### src/rtl/rs15_9_pkg.sv
// Shared constants and types for the RS(15,9) GF(16) encoder.
package rs15_9_pkg;

  localparam int WORD_WIDTH = 4;
  localparam int K_NUM      = 9;
  localparam int N_NUM      = 15;
  localparam int T2_NUM     = N_NUM - K_NUM;
  localparam int CNT_W      = 4;

  typedef logic [WORD_WIDTH-1:0] sym_t;
  typedef logic [CNT_W-1:0]      cnt_t;

  // g(x) = x^6 + 7x^5 + 9x^4 + 3x^3 + Cx^2 + Ax + C, index = power of x
  localparam sym_t G_COEF [0:T2_NUM-1] = '{4'hC, 4'hA, 4'hC, 4'h3, 4'h9, 4'h7};

  typedef enum logic {
    MSG = 1'b0,
    PAR = 1'b1
  } state_e;

endpackage

### src/rtl/rs15_9_encoder_if.sv
// Symbol stream bundle: message input stream and codeword output stream.
interface rs15_9_encoder_if;
  import rs15_9_pkg::*;

  logic s_valid;
  logic s_ready;
  sym_t s_data;
  logic m_valid;
  logic m_ready;
  sym_t m_data;
  logic m_sop;
  logic m_eop;

  // Upstream source / downstream sink side
  modport master (
    output s_valid, s_data, m_ready,
    input  s_ready, m_valid, m_data, m_sop, m_eop
  );

  // Encoder side
  modport slave (
    input  s_valid, s_data, m_ready,
    output s_ready, m_valid, m_data, m_sop, m_eop
  );

endinterface

### src/rtl/gf2_3mult.sv
// Combinational GF(16) multiplier, field polynomial x^4+x+1.
module gf2_3mult
  import rs15_9_pkg::*;
(
  input  sym_t a_i,
  input  sym_t b_i,
  output sym_t p_o
);

  // Shift-and-add: a is multiplied by x each step and reduced by x^4 = x+1
  always_comb begin
    sym_t acc;
    sym_t sh;
    acc = '0;
    sh  = a_i;
    for (int i = 0; i < WORD_WIDTH; i++) begin
      if (b_i[i]) acc = acc ^ sh;
      sh = {sh[WORD_WIDTH-2:0], 1'b0} ^ (sh[WORD_WIDTH-1] ? 4'h3 : 4'h0);
    end
    p_o = acc;
  end

endmodule

### src/rtl/gf2_add.sv
// GF(2^m) addition: plain XOR, no carries.
module gf2_add
  import rs15_9_pkg::*;
(
  input  sym_t a_i,
  input  sym_t b_i,
  output sym_t s_o
);

  assign s_o = a_i ^ b_i;

endmodule

### src/rtl/rs15_9_encoder.sv
// Systematic RS(15,9) encoder: echoes 9 message symbols, then shifts out
// 6 parity symbols from a GF(16) division LFSR. One output register stage.
module rs15_9_encoder
  import rs15_9_pkg::*;
(
  input  logic             clk,
  input  logic             rst,
  rs15_9_encoder_if.slave  bus
);

  state_e state_q, state_d;
  cnt_t   cnt_q, cnt_d;
  sym_t   r_q [0:T2_NUM-1];
  sym_t   r_d [0:T2_NUM-1];
  logic   m_valid_q, m_valid_d;
  sym_t   m_data_q, m_data_d;
  logic   m_sop_q, m_sop_d;
  logic   m_eop_q, m_eop_d;

  logic   adv;
  logic   s_ready;
  logic   accept;
  sym_t   fb;
  sym_t   prod [0:T2_NUM-1];
  sym_t   sum  [1:T2_NUM-1];

  // The output register may load whenever it is empty or being drained
  assign adv     = ~m_valid_q | bus.m_ready;
  assign s_ready = adv & (state_q == MSG);
  assign accept  = bus.s_valid & s_ready;

  // Feedback term: incoming symbol plus the top LFSR stage
  gf2_add u_fb_add (
    .a_i (bus.s_data),
    .b_i (r_q[T2_NUM-1]),
    .s_o (fb)
  );

  genvar gi;
  generate
    for (gi = 0; gi < T2_NUM; gi++) begin : g_mult
      gf2_3mult u_mult (
        .a_i (fb),
        .b_i (G_COEF[gi]),
        .p_o (prod[gi])
      );
    end
    for (gi = 1; gi < T2_NUM; gi++) begin : g_add
      gf2_add u_add (
        .a_i (r_q[gi-1]),
        .b_i (prod[gi]),
        .s_o (sum[gi])
      );
    end
  endgenerate

  // State, counter, LFSR and output registers
  always_ff @(posedge clk) begin
    if (rst) begin
      state_q   <= MSG;
      cnt_q     <= '0;
      r_q       <= '{default: '0};
      m_valid_q <= 1'b0;
      m_data_q  <= '0;
      m_sop_q   <= 1'b0;
      m_eop_q   <= 1'b0;
    end else begin
      state_q   <= state_d;
      cnt_q     <= cnt_d;
      r_q       <= r_d;
      m_valid_q <= m_valid_d;
      m_data_q  <= m_data_d;
      m_sop_q   <= m_sop_d;
      m_eop_q   <= m_eop_d;
    end
  end

  // Phase sequencing: 9 accepted message symbols, then 6 parity shifts
  always_comb begin
    state_d = state_q;
    cnt_d   = cnt_q;
    unique case (state_q)
      MSG: begin
        if (accept) begin
          if (cnt_q == cnt_t'(K_NUM - 1)) begin
            state_d = PAR;
            cnt_d   = '0;
          end else begin
            cnt_d = cnt_q + 1'b1;
          end
        end
      end
      PAR: begin
        if (adv) begin
          if (cnt_q == cnt_t'(T2_NUM - 1)) begin
            state_d = MSG;
            cnt_d   = '0;
          end else begin
            cnt_d = cnt_q + 1'b1;
          end
        end
      end
    endcase
  end

  // LFSR update and output register load for the current phase
  always_comb begin
    r_d       = r_q;
    m_valid_d = m_valid_q;
    m_data_d  = m_data_q;
    m_sop_d   = m_sop_q;
    m_eop_d   = m_eop_q;
    unique case (state_q)
      MSG: begin
        if (accept) begin
          m_data_d  = bus.s_data;
          m_valid_d = 1'b1;
          m_sop_d   = (cnt_q == '0);
          m_eop_d   = 1'b0;
          r_d[0]    = prod[0];
          for (int i = 1; i < T2_NUM; i++) r_d[i] = sum[i];
        end else if (adv) begin
          m_valid_d = 1'b0;
        end
      end
      PAR: begin
        if (adv) begin
          m_data_d  = r_q[T2_NUM-1];
          m_valid_d = 1'b1;
          m_sop_d   = 1'b0;
          m_eop_d   = (cnt_q == cnt_t'(T2_NUM - 1));
          for (int i = 1; i < T2_NUM; i++) r_d[i] = r_q[i-1];
          r_d[0]    = '0;
        end
      end
    endcase
  end

  assign bus.s_ready = s_ready;
  assign bus.m_valid = m_valid_q;
  assign bus.m_data  = m_data_q;
  assign bus.m_sop   = m_sop_q;
  assign bus.m_eop   = m_eop_q;

endmodule

### src/flat_wrapper.sv
// flat-port wrapper written by rule: the top's interface ports become plain ports
module rs15_9_encoder_flat import rs15_9_pkg::*;
  (clk, rst, bus_s_valid, bus_s_data, bus_m_ready, bus_s_ready, bus_m_valid, bus_m_data, bus_m_sop, bus_m_eop);
  rs15_9_encoder_if bus_i ();
  input  logic clk;
  input  logic rst;
  input wire logic [$bits(bus_i.s_valid)-1:0] bus_s_valid;
  input wire logic [$bits(bus_i.s_data)-1:0] bus_s_data;
  input wire logic [$bits(bus_i.m_ready)-1:0] bus_m_ready;
  output wire logic [$bits(bus_i.s_ready)-1:0] bus_s_ready;
  output wire logic [$bits(bus_i.m_valid)-1:0] bus_m_valid;
  output wire logic [$bits(bus_i.m_data)-1:0] bus_m_data;
  output wire logic [$bits(bus_i.m_sop)-1:0] bus_m_sop;
  output wire logic [$bits(bus_i.m_eop)-1:0] bus_m_eop;
  assign bus_i.s_valid = bus_s_valid;
  assign bus_i.s_data = bus_s_data;
  assign bus_i.m_ready = bus_m_ready;
  assign bus_s_ready = bus_i.s_ready;
  assign bus_m_valid = bus_i.m_valid;
  assign bus_m_data = bus_i.m_data;
  assign bus_m_sop = bus_i.m_sop;
  assign bus_m_eop = bus_i.m_eop;
  rs15_9_encoder u_core (.clk(clk), .rst(rst), .bus(bus_i));
endmodule
### config.mk
export PLATFORM = sky130hd
export DESIGN_NAME = rs15_9_encoder_flat
export DESIGN_NICKNAME = d
export VERILOG_FILES = /design/src/rtl/rs15_9_pkg.sv /design/src/rtl/rs15_9_encoder_if.sv /design/src/rtl/gf2_3mult.sv /design/src/rtl/gf2_add.sv /design/src/rtl/rs15_9_encoder.sv /design/src/flat_wrapper.sv
export SDC_FILE = /design/constraint.sdc
export NUM_CORES = 1
export LEC_CHECK = 0
export BUFFER_PORTS_ARGS = -buffer_cell sky130_fd_sc_hd__buf_2
export CAP_MARGIN = 20
export CORE_UTILIZATION = 55
export CTS_CLUSTER_SIZE = 8
export DETAILED_ROUTE_END_ITERATION = 8
export GPL_TIMING_DRIVEN = 0
export PLACE_DENSITY = 0.74
export SETUP_SLACK_MARGIN = 0.4
export SLEW_MARGIN = 25
export SYNTH_ARGS = -nofsm -noshare
export SYNTH_HDL_FRONTEND = slang
export SYNTH_SLANG_ARGS = --single-unit
### constraint.sdc
create_clock -name clk -period 3.4 [get_ports clk]
set_input_delay 0.17 -clock clk [delete_from_list [all_inputs] [get_ports clk]]
set_output_delay 0.17 -clock clk [all_outputs]
set_load 0.02 [all_outputs]
Word-level counts from Yosys, hierarchy flattened
Cells that the tools add are included.

Bits in registers: 36. Bits of input ports: 8. Output and inout port bits: 8. Logic and storage cells: 68.

$add $sub $neg: 1. Equal/unequal tests: 5. Muxes and demuxes: 28. Bitwise logic cells: 19. Reduce and logical (&&, ||, !) cells: 3.

Operators with widths (count): 2-to-1 mux 24 bit (2); one-hot mux 24 bit (2 select lines) (1); XOR 4 bit (11); 2-to-1 mux 4 bit (6); one-hot mux 4 bit (2 select lines) (2); XOR 4 x 2 -> 4 bit (3); 2-to-1 mux 1 bit (10); one-hot mux 1 bit (2 select lines) (4); 2-to-1 mux 2 bit (3); adder 4 x 1 -> 4 bit, second input constant (1); equality test 4 x 3 -> 1 bit, second input constant (1); equality test 4 bit, second input constant (1); zero test 4 bit (1); AND reduction 2 bit (2); inequality test 3 x 1 -> 1 bit, second input constant (1); AND 1 bit (2); inequality test 2 x 1 -> 1 bit, second input constant (1); inequality test 2 bit, second input constant (1); NOT 1 bit (2); bitwise OR 1 bit (1).

Longest topological paths before layout
Gate-level depths: netlist of run 1.

Depth after elaboration: 11. Mapped depth: 7. Depth with buffers taken out: 7.

By module
From an unflattened synthesis of run 1, not the netlist that was laid out.

Cell total of the unflattened synthesis: 406. Area, all modules: 3534.6 um2.

Modules (own cells, without submodules): rs15_9_encoder (times used 1, cells an instance 172, area each 1794.2 um2, seq. area each 720.7 um2); gf2_3mult at u_core.g_mult[1].u_mult ... (times used 5, cells an instance 35, area each 254.0 um2, seq. area each 0.0 um2); gf2_3mult at u_core.g_mult[0].u_mult (times used 1, cells an instance 35, area each 260.2 um2, seq. area each 0.0 um2); gf2_add (times used 6, cells an instance 4, area each 35.0 um2, seq. area each 0.0 um2).

Least setup slack after synthesis of run 1
OpenSTA, ideal clock, no wires.

Path kind: reg-to-reg. Start: register u_core.r_q[3] in the netlist's numbering. End: register u_core.r_q[17] in the netlist's numbering. Setup time: 0.088 ns. Arrival time: 1.685 ns. Data required time: 3.312 ns. Slack: 1.627 ns. Cell stages (with the launch flop): 6. Buffers on the path: 0. Period minus slack after synthesis: 1.773 ns. Cell sequence: dfxtp_1 > xor3_2 > xnor2_2 > xnor2_1 > or3_1 > a311oi_2.

Cells in the longest elaborated chain, start to end: 7.

RTL lines: start: declaration (line rs15_9_encoder.sv:13) `sym_t r_q [0:T2_NUM-1];`; start signal: assignment (line rs15_9_encoder.sv:70) `r_q <= r_d;`; XOR 4 bit (line gf2_add.sv:10) `assign s_o = a_i ^ b_i;`; 2-to-1 mux 2 bit (line gf2_3mult.sv:18) `sh = {sh[WORD_WIDTH-2:0], 1'b0} ^ (sh[WORD_WIDTH-1] ? 4'h3 : 4'h0);`; XOR 4 x 2 -> 4 bit (line gf2_3mult.sv:18); XOR 4 bit (line gf2_3mult.sv:17) `if (b_i[i]) acc = acc ^ sh;`; XOR 4 bit (line gf2_add.sv:10); 2-to-1 mux 24 bit (line rs15_9_encoder.sv:115) `if (accept) begin`; one-hot mux 24 bit (2 select lines) (line rs15_9_encoder.sv:113) `unique case (state_q)`.

No other way between the ends. The select of a mux whose other input is x is not followed. A chain may end at the register's enable or synchronous reset.

Worst setup path in the final report of run 1
Start: register u_core.state_q. End: output port bus_s_ready.

Cells in the longest elaborated chain, start to end: 2.

RTL lines: start: declaration (line rs15_9_encoder.sv:11) `state_e state_q, state_d;`; start signal: assignment (line rs15_9_encoder.sv:68) `state_q <= state_d;`; NOT 1 bit (line rs15_9_encoder.sv:29) `assign s_ready = adv & (state_q == MSG);`; AND 1 bit (line rs15_9_encoder.sv:29); end: declaration (line flat_wrapper.sv:10) `output wire logic [$bits(bus_i.s_ready)-1:0] bus_s_ready;`.

No other way between the ends.

==> impl_metrics.yaml, run 1 <==
global_routing:
  grt_start_max_net_pins: 11
  track_usage_pct: 24.29
  overflow: 0
  grt_pass1_vias: 1412
  antenna_found_initial: 0
  grt_pass1_wl_um: 6479
synthesis:
  netlist-cell-type-count: 37
  synth_compound_area_share_pct: 17.14
  synth_commonest_cells: "nor2_1, dfxtp_1, xnor2_1"
  synth_fa_ha_area_share_pct: 2.008
  netlist_area_um2: 1869
  yosys-top-cells-area: "dfxtp_1, xnor2_1, nor2_1, a211oi_1, clkbuf_1"
  synthMuxAreaShare_pct: 2.142
  yosysTopAreaCellShare_pct: 38.55
  synth_edf_count: 0
  ys.warnings.count: 0
  synthArstFlopShare_pct: 0
  yosysMostFrequentCell: "nor2_1"
  synthesis.nets: 213
  synth-simple-area-share_pct: 17.47
  netlist.top_cell.by_area: "dfxtp_1"
  syn_inst: 202
  synth_xor_area_share_pct: 19.68
  synth_top_family_by_area: "XOR/XNOR gates"
  synth_area_per_cell_um2: 9.254
  ys_ff_latch: 36
  ys.flop_type: "dfxtp_1"
  seq_area_frac_synth_pct: 38.55
sta:
  relSlewSlack_pct: 60.58
  final.setup_skew_ns: 0.01065
  final.setup.tns_ns: 0
  fin_crit_ns: 2.037
  rsz0062_at_grt: "false"
  setup_ws_ns: 1.363
  setup_viol: 0
  drv_slew: 0
  worstMarginPinSlew_ns: 0.5913
  hold_violations: 0
  fmax_mhz: 491.0
  period_share_pct: 59.90
critical_path:
  cp_slowest_cell: "clkbuf_1"
  cp_top_family: "buffers and inverters"
  crit_path_cell_trace: "clkbuf_1 > clkbuf_1 > nor2_1 > buf_2"
  crit_buf_inv: 3
  crit_type: "reg2out"
  endpoint_kind: "output pin"
  cpMostUsedCell: "clkbuf_1"
  cp.arrival_ns: 1.87
  critPathRequiredTime_ns: 3.23
  start_kind: "register"
  max_stage_delay_ns: 0.43
  path_max_fanout: 10
layout:
  nFillCells: 287
  nets: 234
  insertedDiodeCount: 0
  drive_gt1_share_pct: 13.84
  ff_latch_area_um2: 720.7
  layout-area-overhead-vs-synth_pct: 9.839
  multi_input_area_um2: 1092
  post-route-util_pct: 65.64
  final_cells: 268
floorplanning:
  die_y_um: 60.30
  row_count: 20
  die_x_um: 60.30
  io_pins: 16
  core-area_um2: 3128
  start_util_pct: 59.76
  die-area_um2: 3636
route:
  drc_errors: 0
  drtIter0Drc: 74
  postRouteAntennaNets: 0
  drtPass1Iterations: 4
  vias_per_cell: 5.679
  via_count: 1522
  wl_per_cell_um: 14.52
  totalWireLength_um: 3892
power_and_ir_drop:
  p_int_w: 0.0008920
  comb_power_share_pct: 43.0
  netSwitchingFraction_pct: 34.89
  p_leak_nw: 0.7692
  vdd_drop_max_mv: 0.3368
  power_frac_seq_pct: 39.6
  switchingPower_w: 0.0004780
  clockPowerShare_pct: 17.5
  p_per_area_nw_per_um2: 667.3
cts:
  cts_buffers: 5
  holdBufCountCts: 0
  root_buffer: "clkbuf_4"
  cts.clk_slew.worst_paths_ns: 0.11
  cts_tree: "yes"
  ctsHtreeMaxLevel: 2
  cts.sinks: 36
  post_cts_buffers: 0
  clock_path_buffers: 2
  clk-insertion-delay-late_ns: 0.33
  cts_resized: 0
placement:
  dp.cells: 260
  dp_hpwl_um: 2866
  place_ws_ns: 1.479
  io_buffers: 14
  place.gp.congestion: 0.8773
status:
  status: "complete, no violations"
flow_run:
  cap_violations: 0
worst_hold_path:
  hp-class: "in2reg"
[layer usage]
metal  vias up  routed length, um  global-route usage [%]
li1        756                  -                       -
met1       723               1825                   30.17
met2        35               1849                   41.60
met3         8                170                   4.762
met4         0                 46                   8.638
met5         -                  0                       0
[path summary, 6_finish.rpt]
path	startpoint	to	slack, ns	cells after the start
hold reg to reg	u_core.bus.m_sop	u_core.bus.m_sop	0.46	2
setup reg to reg	u_core.r_q[2]	u_core.r_q[18]	1.45	5
setup / recovery	u_core.state_q	bus_s_ready	1.36	4
hold / removal	bus_s_valid	u_core.bus.m_valid	0.14	3
[flip-flops by register name, summed over array words and instances (netlist names)]
name	cells
u_core.bus.m_sop	1
u_core.bus.m_data	4
u_core.bus.m_eop	1
u_core.bus.m_valid	1
u_core.cnt_q	4
u_core.r_q	24
u_core.state_q	1
[placed cells by master (no fill, tap or decap), types with 2 or more instances in the layout]
| cell type | Yosys | routed |
|---|---|---|
| a21oi_1 | 8 | 8 |
| dfxtp_1 | 36 | 36 |
| clkbuf_1 | 13 | 15 |
| or3_1 | 5 | 5 |
| mux2i_1 | 4 | 4 |
| and2b_1 | 2 | 2 |
| buf_2 | 0 | 14 |
| xnor2_1 | 22 | 22 |
| nor3_1 | 3 | 3 |
| ha_1 | 3 | 3 |
| clkbuf_4 | 0 | 5 |
| a32oi_1 | 2 | 2 |
| nand3_1 | 3 | 3 |
| nand2_1 | 7 | 7 |
| inv_1 | 2 | 2 |
| xnor2_2 | 3 | 3 |
| a311oi_1 | 4 | 4 |
| o21ai_0 | 8 | 8 |
| nor2_1 | 38 | 38 |
| nand3b_1 | 2 | 2 |
| a211oi_1 | 18 | 18 |
| a311oi_2 | 2 | 2 |
[through the flow]
| stage | instance area, um2 | power (W) | hold WS (ns) |
|---|---|---|---|
| after floorplan | 1869 | 0.001029 | 0.2946 |
| after global placement | 1994 | 0.001119 | 0.4382 |
| after detailed placement | 1994 | 0.001136 | 0.4499 |
| after CTS | 2053 | 0.001371 | 0.1508 |
| after global routing | 2053 | 0.001456 | 0.1702 |
| final | 2053 | 0.001370 | 0.1440 |
[kinds of logic (layout without fill, tap and decap cells)]
family | after synthesis | count (layout)
flops | 36 | 36
fa+ha+maj | 3 | 3
mux | 4 | 4
buf+inv | 15 | 37
compound gates | 45 | 45
simple gates | 69 | 69
xor+xnor | 30 | 30
[power groups by stage]
stage / registers [W] / logic, W / clock network, W
after floorplan: 0.000548 / 0.000481 / 0
after global placement: 0.000547 / 0.000572 / 0
after detailed placement: 0.000552 / 0.000584 / 0
after CTS: 0.000542 / 0.000588 / 0.000241
after global routing: 0.000550 / 0.000647 / 0.000259
final: 0.000542 / 0.000589 / 0.000239
[cell type report]
type	instances	area share, %
plain buffers	13	2.377
clock buffers	8	2.864
well taps	44	2.681
flip-flops and latches	36	35.10
multi-input cells	151	53.20
repair buffers	14	3.413
inverters	2	0.3656
[tightest hold or removal path: stages]
cell and delay, ns:
buf_2 0.13, nor3_1 0.06, nor2_1 0.08
(Power assumes the default switching activity.)
==> inputs of run 2 (changes only) <==
CORE_UTILIZATION = 53   (was 55)
PLACE_DENSITY = 0.75   (was 0.74)
clock period = 1.6 ns   (was 3.4 ns; I/O delays follow)
==> run 2 against run 1 <==
  * The flow now finishes with violations (negative setup slack)
  * Setup slack worse by 1.7 ns
  * Critical endpoint is now u_core.r_q[17]
  * First-iteration DRC count rose to 3.0 times the previous value
  * Combinational power rose to 4.0 times the previous value
  * Wire length up 95%
  * Flip-flop and latch count unchanged
  * Sequential share of layout area down 11 points
  * Via count up 30%
  * Critical path type is now reg2reg
  * Design area up 49%
  * Clock-buffer cell count unchanged
==> impl_metrics.yaml, run 2 (synthesized netlist as in run 1, its figures left out) <==
status:
  status: "finished with violations"
  violations: "negative setup slack"
layout:
  insertedDiodeCount: 0
  nFillCells: 118
  ff_latch_area_um2: 743.2
  multi_input_area_um2: 1559
  post-route-util_pct: 91.18
  largest_register: "u_core.r_q"
  layout-area-overhead-vs-synth_pct: 64.06
  drive_gt1_share_pct: 55.43
  nets: 268
  mostFrequentLayoutCells: "nor2_1, dfxtp_1, buf_4"
  largest_register_ffs: 24
critical_path:
  r2r_start: "u_core.r_q[3]"
  cp.arrival_ns: 2.19
  rr_worst_depth: 5
  endpoint_kind: "register"
  critPathRequiredTime_ns: 1.88
  path_max_fanout: 4
  start_kind: "register"
  rrSetupSlack_ns: -0.31
  reg2reg_to: "u_core.r_q[17]"
  crit_type: "reg2reg"
global_routing:
  grt_pass1_wl_um: 7872
  use_met1_pct: 39.71
  track_usage_pct: 29.67
  top_usage_layer: "met2"
  grt_pass1_vias: 1561
  overflow: 0
  met3_usage_pct: 5.882
  grt_start_max_net_pins: 11
  antenna_found_initial: 0
  met2_usage_pct: 48.29
sta:
  final.setup.tns_ns: -2.972
  hold_violations: 0
  drv_slew: 0
  setup_viol: 17
  relSlewSlack_pct: 45.74
  worstMarginPinSlew_ns: 0.8138
  fmax_mhz: 524.5
  rsz0062_at_grt: "true"
  fin_crit_ns: 1.906
  setup_ws_ns: -0.3064
  period_share_pct: 119.2
  final.setup_skew_ns: 0.01177
route:
  wl_per_cell_um: 24.94
  drtIter0Drc: 225
  totalWireLength_um: 7581
  vias_per_cell: 6.503
  postRouteAntennaNets: 0
  drc_errors: 0
  via_count: 1977
  drtPass1Iterations: 5
cts:
  cts_tree: "yes"
  clock_path_buffers: 2
  cts.sinks: 36
  ctsHtreeMaxLevel: 2
  cts_buffers: 5
  cts.clk_slew.worst_paths_ns: 0.11
  clk-insertion-delay-late_ns: 0.36
  root_buffer: "clkbuf_4"
power_and_ir_drop:
  netSwitchingFraction_pct: 39.28
  p_leak_nw: 1.191
  comb_power_share_pct: 57.4
  p_int_w: 0.002494
  p_per_area_nw_per_um2: 1339
  switchingPower_w: 0.001613
  clockPowerShare_pct: 13.0
  power_frac_seq_pct: 29.6
  vdd_drop_max_mv: 1.090
worst_hold_path:
  hold_path_depth: 4
  hp-class: "in2reg"
  worstHoldStart: "bus_m_ready"
  worstHoldEndpoint: "u_core.bus.m_valid"
floorplanning:
  start_util_pct: 55.58
  io_pins: 16
  die_x_um: 61.39
  die_y_um: 61.39
  core-area_um2: 3363
  die-area_um2: 3769
  row_count: 21
placement:
  dp_hpwl_um: 2941
  io_buffers: 14
  place.gp.congestion: 0.8836
  place_ws_ns: -0.1792
flow_run:
  cap_violations: 0
run 2: cell types whose count changed in the layout (fill, tap and decap cells not counted), moves of 6 or more:
cell       before  now
clkbuf_1       15    6
dfxtp_1        36   28
nor2_4          0   10
xnor2_1        22    9
buf_4           0   15
clkbuf_16       0    6
buf_6           0   14
a211oi_2        0   14
a211oi_1       18    4
nor2_1         38   28
xnor2_2         3   10
xnor2_4         1    7
run 2: repair_timing:
item / in CTS / in global routing
setup endpoints to repair: 37 / 37
pin swaps: 12 / 25
setup buffers: 16 / 13
hold buffers: 0 / 0
gates cloned: 0 / 5
gates resized for setup: 48 / 73
run 2: worst max-delay path by stage:
| stage | from | to | slack, ns |
|---|---|---|---|
| 6_report | u_core.r_q[3] | u_core.r_q[17] | -0.31 |
| 5_1_grt | u_core.r_q[3] | u_core.r_q[17] | -0.32 |
| 4_1_cts | u_core.r_q[0] | u_core.r_q[2] | -0.21 |
| 3_5_place_dp | u_core.r_q[0] | u_core.r_q[2] | -0.18 |
| 3_3_place_gp | u_core.r_q[0] | u_core.r_q[17] | -0.13 |
| 2_1_floorplan | u_core.r_q[0] | u_core.r_q[17] | -0.07 |
run 2: through the flow:
| stage | instances | total power (W) | cell area, um2 | hold WS [ns] |
|---|---|---|---|---|
| 2_1_floorplan | 202 | 0.002243 | 1959 | 0.2044 |
| 3_5_place_dp | 262 | 0.002477 | 2087 | 0.4284 |
| 6_report | 304 | 0.004107 | 3067 | 0.1030 |
| 5_1_grt | 304 | 0.004230 | 3067 | 0.1173 |
| 4_1_cts | 286 | 0.003227 | 2509 | 0.06212 |
| 3_3_place_gp | 262 | 0.002428 | 2087 | 0.3972 |
run 2: routing by layer:
layer / wire length (um) / vias to the layer above / share of wire [%]
met1: 3032 / 955 / 40
met3: 695 / 42 / 9.2
met2: 3528 / 144 / 47
met5: 0 / - / 0
li1: - / 836 / -
met4: 325 / 0 / 4.3
run 2: power groups by stage:
stage,clock (W),combinational [W],sequential (W)
6_report,0.000533,0.00236,0.00122
2_1_floorplan,0,0.00106,0.00118
5_1_grt,0.000565,0.00244,0.00122
3_3_place_gp,0,0.00125,0.00118
4_1_cts,0.000538,0.00152,0.00117
3_5_place_dp,0,0.00129,0.00119
run 2: final cells by class:
type / count / area share, %
plain buffers: 13 / 5.263
clock buffers: 8 / 1.918
inverters: 2 / 0.4080
multi-input cells: 151 / 50.84
flip-flops and latches: 36 / 24.24
well taps: 46 / 1.877
repair buffers: 48 / 15.46
run 2: critical path: stages (launching register included):
cell and delay [ns]:
dfxtp_4 0.38, xor3_2 0.48, xnor2_4 0.20, xnor2_2 0.17, or3_4 0.39, a311oi_2 0.22
==> inputs of run 3 (changes only) <==
SETUP_SLACK_MARGIN = 0.1   (was 0.4)
==> run 3 against run 2 <==
  * The flow still finishes with violations (negative setup slack)
  * Sequential share of layout area increased by 4.9 points
  * Die area unchanged
  * Flip-flop and latch count unchanged
  * Final cell count decreased by 5.3%
  * Clock power increased by 22%
  * Sequential power decreased by 4%
  * Critical path depth decreased by 1
  * Utilization decreased by 16 points
  * Register-to-register slack improved by 0.06 ns
  * Critical path type unchanged
==> impl_metrics.yaml, run 3 (synthesized netlist as in run 1, its figures left out) <==
power_and_ir_drop:
  p_per_area_nw_per_um2: 1427
  p_int_w: 0.002345
  clockPowerShare_pct: 18.0
  power_frac_seq_pct: 32.5
  comb_power_share_pct: 49.4
  switchingPower_w: 0.001261
  netSwitchingFraction_pct: 34.97
  power.total_w: 0.003607
  vdd_drop_max_mv: 1.044
  p_leak_nw: 0.9852
floorplanning:
  core-area_um2: 3363
  row_count: 21
  die_x_um: 61.39
  io_pins: 16
  start_util_pct: 55.58
  die-area_um2: 3769
  die_y_um: 61.39
layout:
  largest_register_ffs: 24
  drive_gt1_share_pct: 39.26
  nFillCells: 237
  final_common_cell: "nor2_1"
  insertedDiodeCount: 0
  mostFrequentLayoutCells: "nor2_1, dfxtp_1, xnor2_1, buf_2, a211oi_1"
  nets: 252
  largest_register: "u_core.r_q"
  layout-area-overhead-vs-synth_pct: 35.21
critical_path:
  crit_start: "u_core.r_q[3]"
  critPathRequiredTime_ns: 1.86
  crit_type: "reg2reg"
  rr_worst_depth: 4
  cp.arrival_ns: 2.11
  endpoint_kind: "register"
  path_max_fanout: 3
  reg2reg_to: "u_core.r_q[8]"
  r2r_start: "u_core.r_q[3]"
  rrSetupSlack_ns: -0.25
  start_kind: "register"
route:
  drc_errors: 0
  drtPass1Iterations: 4
  totalWireLength_um: 4974
  postRouteAntennaNets: 0
  via_count: 1678
  vias_per_cell: 5.826
  wl_per_cell_um: 17.27
  drtIter0Drc: 63
cts:
  clk-insertion-delay-late_ns: 0.36
  root_buffer: "clkbuf_4"
  cts.sinks: 36
  clock_path_buffers: 2
  holdBufCountCts: 0
  cts_tree: "yes"
  ctsHtreeMaxLevel: 2
  cts_buffers: 5
  cts.clk_slew.worst_paths_ns: 0.12
sta:
  final.setup_skew_ns: 0.01202
  rsz0062_at_grt: "true"
  fin_hold_ws_ns: 0.05188
  worstMarginPinSlew_ns: 0.6139
  period_share_pct: 115.5
  hold_violations: 0
  setup_ws_ns: -0.2477
  relSlewSlack_pct: 59.08
  drv_slew: 0
  setup_viol: 14
  fmax_mhz: 541.2
  fin_crit_ns: 1.848
global_routing:
  grt_pass1_vias: 1508
  grt_pass1_wl_um: 6962
  overflow: 0
  grt_start_max_net_pins: 12
  track_usage_pct: 25.95
  antenna_found_initial: 0
placement:
  dp_hpwl_um: 2860
  io_buffers: 14
  place.gp.congestion: 0.9152
worst_hold_path:
  hold_path_depth: 3
  worstHoldEndpoint: "u_core.bus.m_valid"
  worstHoldStart: "bus_s_valid"
  hp-class: "in2reg"
flow_run:
  cap_violations: 0
status:
  status: "finished with violations"
  violations: "negative setup slack"
-- run 3: changes by cell type in the layout (fill, tap and decap cells not counted), moves of 5 or more --
| cell | previous run | this run |
|---|---|---|
| buf_4 | 15 | 9 |
| a211oi_2 | 14 | 5 |
| clkbuf_16 | 6 | 0 |
| nor2_1 | 28 | 33 |
| nor2_4 | 10 | 4 |
| a211oi_1 | 4 | 13 |
| xnor2_1 | 9 | 15 |
-- run 3: worst max path at each step --
stage,to,depth (start not counted)
floorplan,u_core.r_q[17],5
global placement,u_core.r_q[16],5
detailed placement,u_core.r_q[16],5
CTS,u_core.r_q[17],5
global route,u_core.r_q[3],6
finish,u_core.r_q[8],4
-- run 3: repair_timing --
| action | in CTS | in global routing |
|---|---|---|
| resized for setup | 30 | 42 |
| setup buffers | 13 | 9 |
| gates cloned | 0 | 0 |
| endpoints found under the setup margin | 35 | 33 |
| pin swaps | 10 | 19 |
-- run 3: worst max-delay path: stages, from the launching register on --
cell	delay (ns)
dfxtp_4	0.37
xor3_2	0.44
xnor2_2	0.18
or3_2	0.44
a311oi_1	0.33
-- run 3: power by group through the flow --
stage | Combinational [W] | Clock [W] | Sequential [W]
floorplan | 0.00105 | 0 | 0.00118
global placement | 0.00123 | 0 | 0.00118
detailed placement | 0.00126 | 0 | 0.00119
CTS | 0.00144 | 0.000654 | 0.00116
global route | 0.00190 | 0.000692 | 0.00119
finish | 0.00178 | 0.000651 | 0.00117
-- run 3: cell type report --
cell class                      instances  area (um2)  share of cell area, %
Buffer                                 13       67.56                  2.673
Clock buffer                            6       41.29                  1.634
Sequential cell                        36       737.0                  29.16
Clock inverter                          2       35.03                  1.386
Timing Repair Buffer                   32       254.0                  10.05
Inverter                                2       12.51                 0.4951
Tap cell                               46       57.56                  2.277
Multi-Input combinational cell        151        1323                  52.33
-- run 3: stage by stage --
stage               cell area (um2)  utilization (%)  TNS, ns  setup WS (ns)  instances
finish                         2527            75.15   -1.787        -0.2477        288
global route                   2527            75.15   -2.702        -0.3332        288
CTS                            2307            68.60   -1.180        -0.1896        283
detailed placement             2041            60.68   -4.393        -0.2761        262
global placement               2041            60.68   -3.483        -0.2248        262
floorplan                      1913                -  -0.1568       -0.06931        202
-- run 3: per-layer routing --
metal	part of all wire (%)	GRT usage, %
met1	43	32.72
met4	2.2	10.16
met3	5.5	7.563
met5	0	0
met2	49	42.08
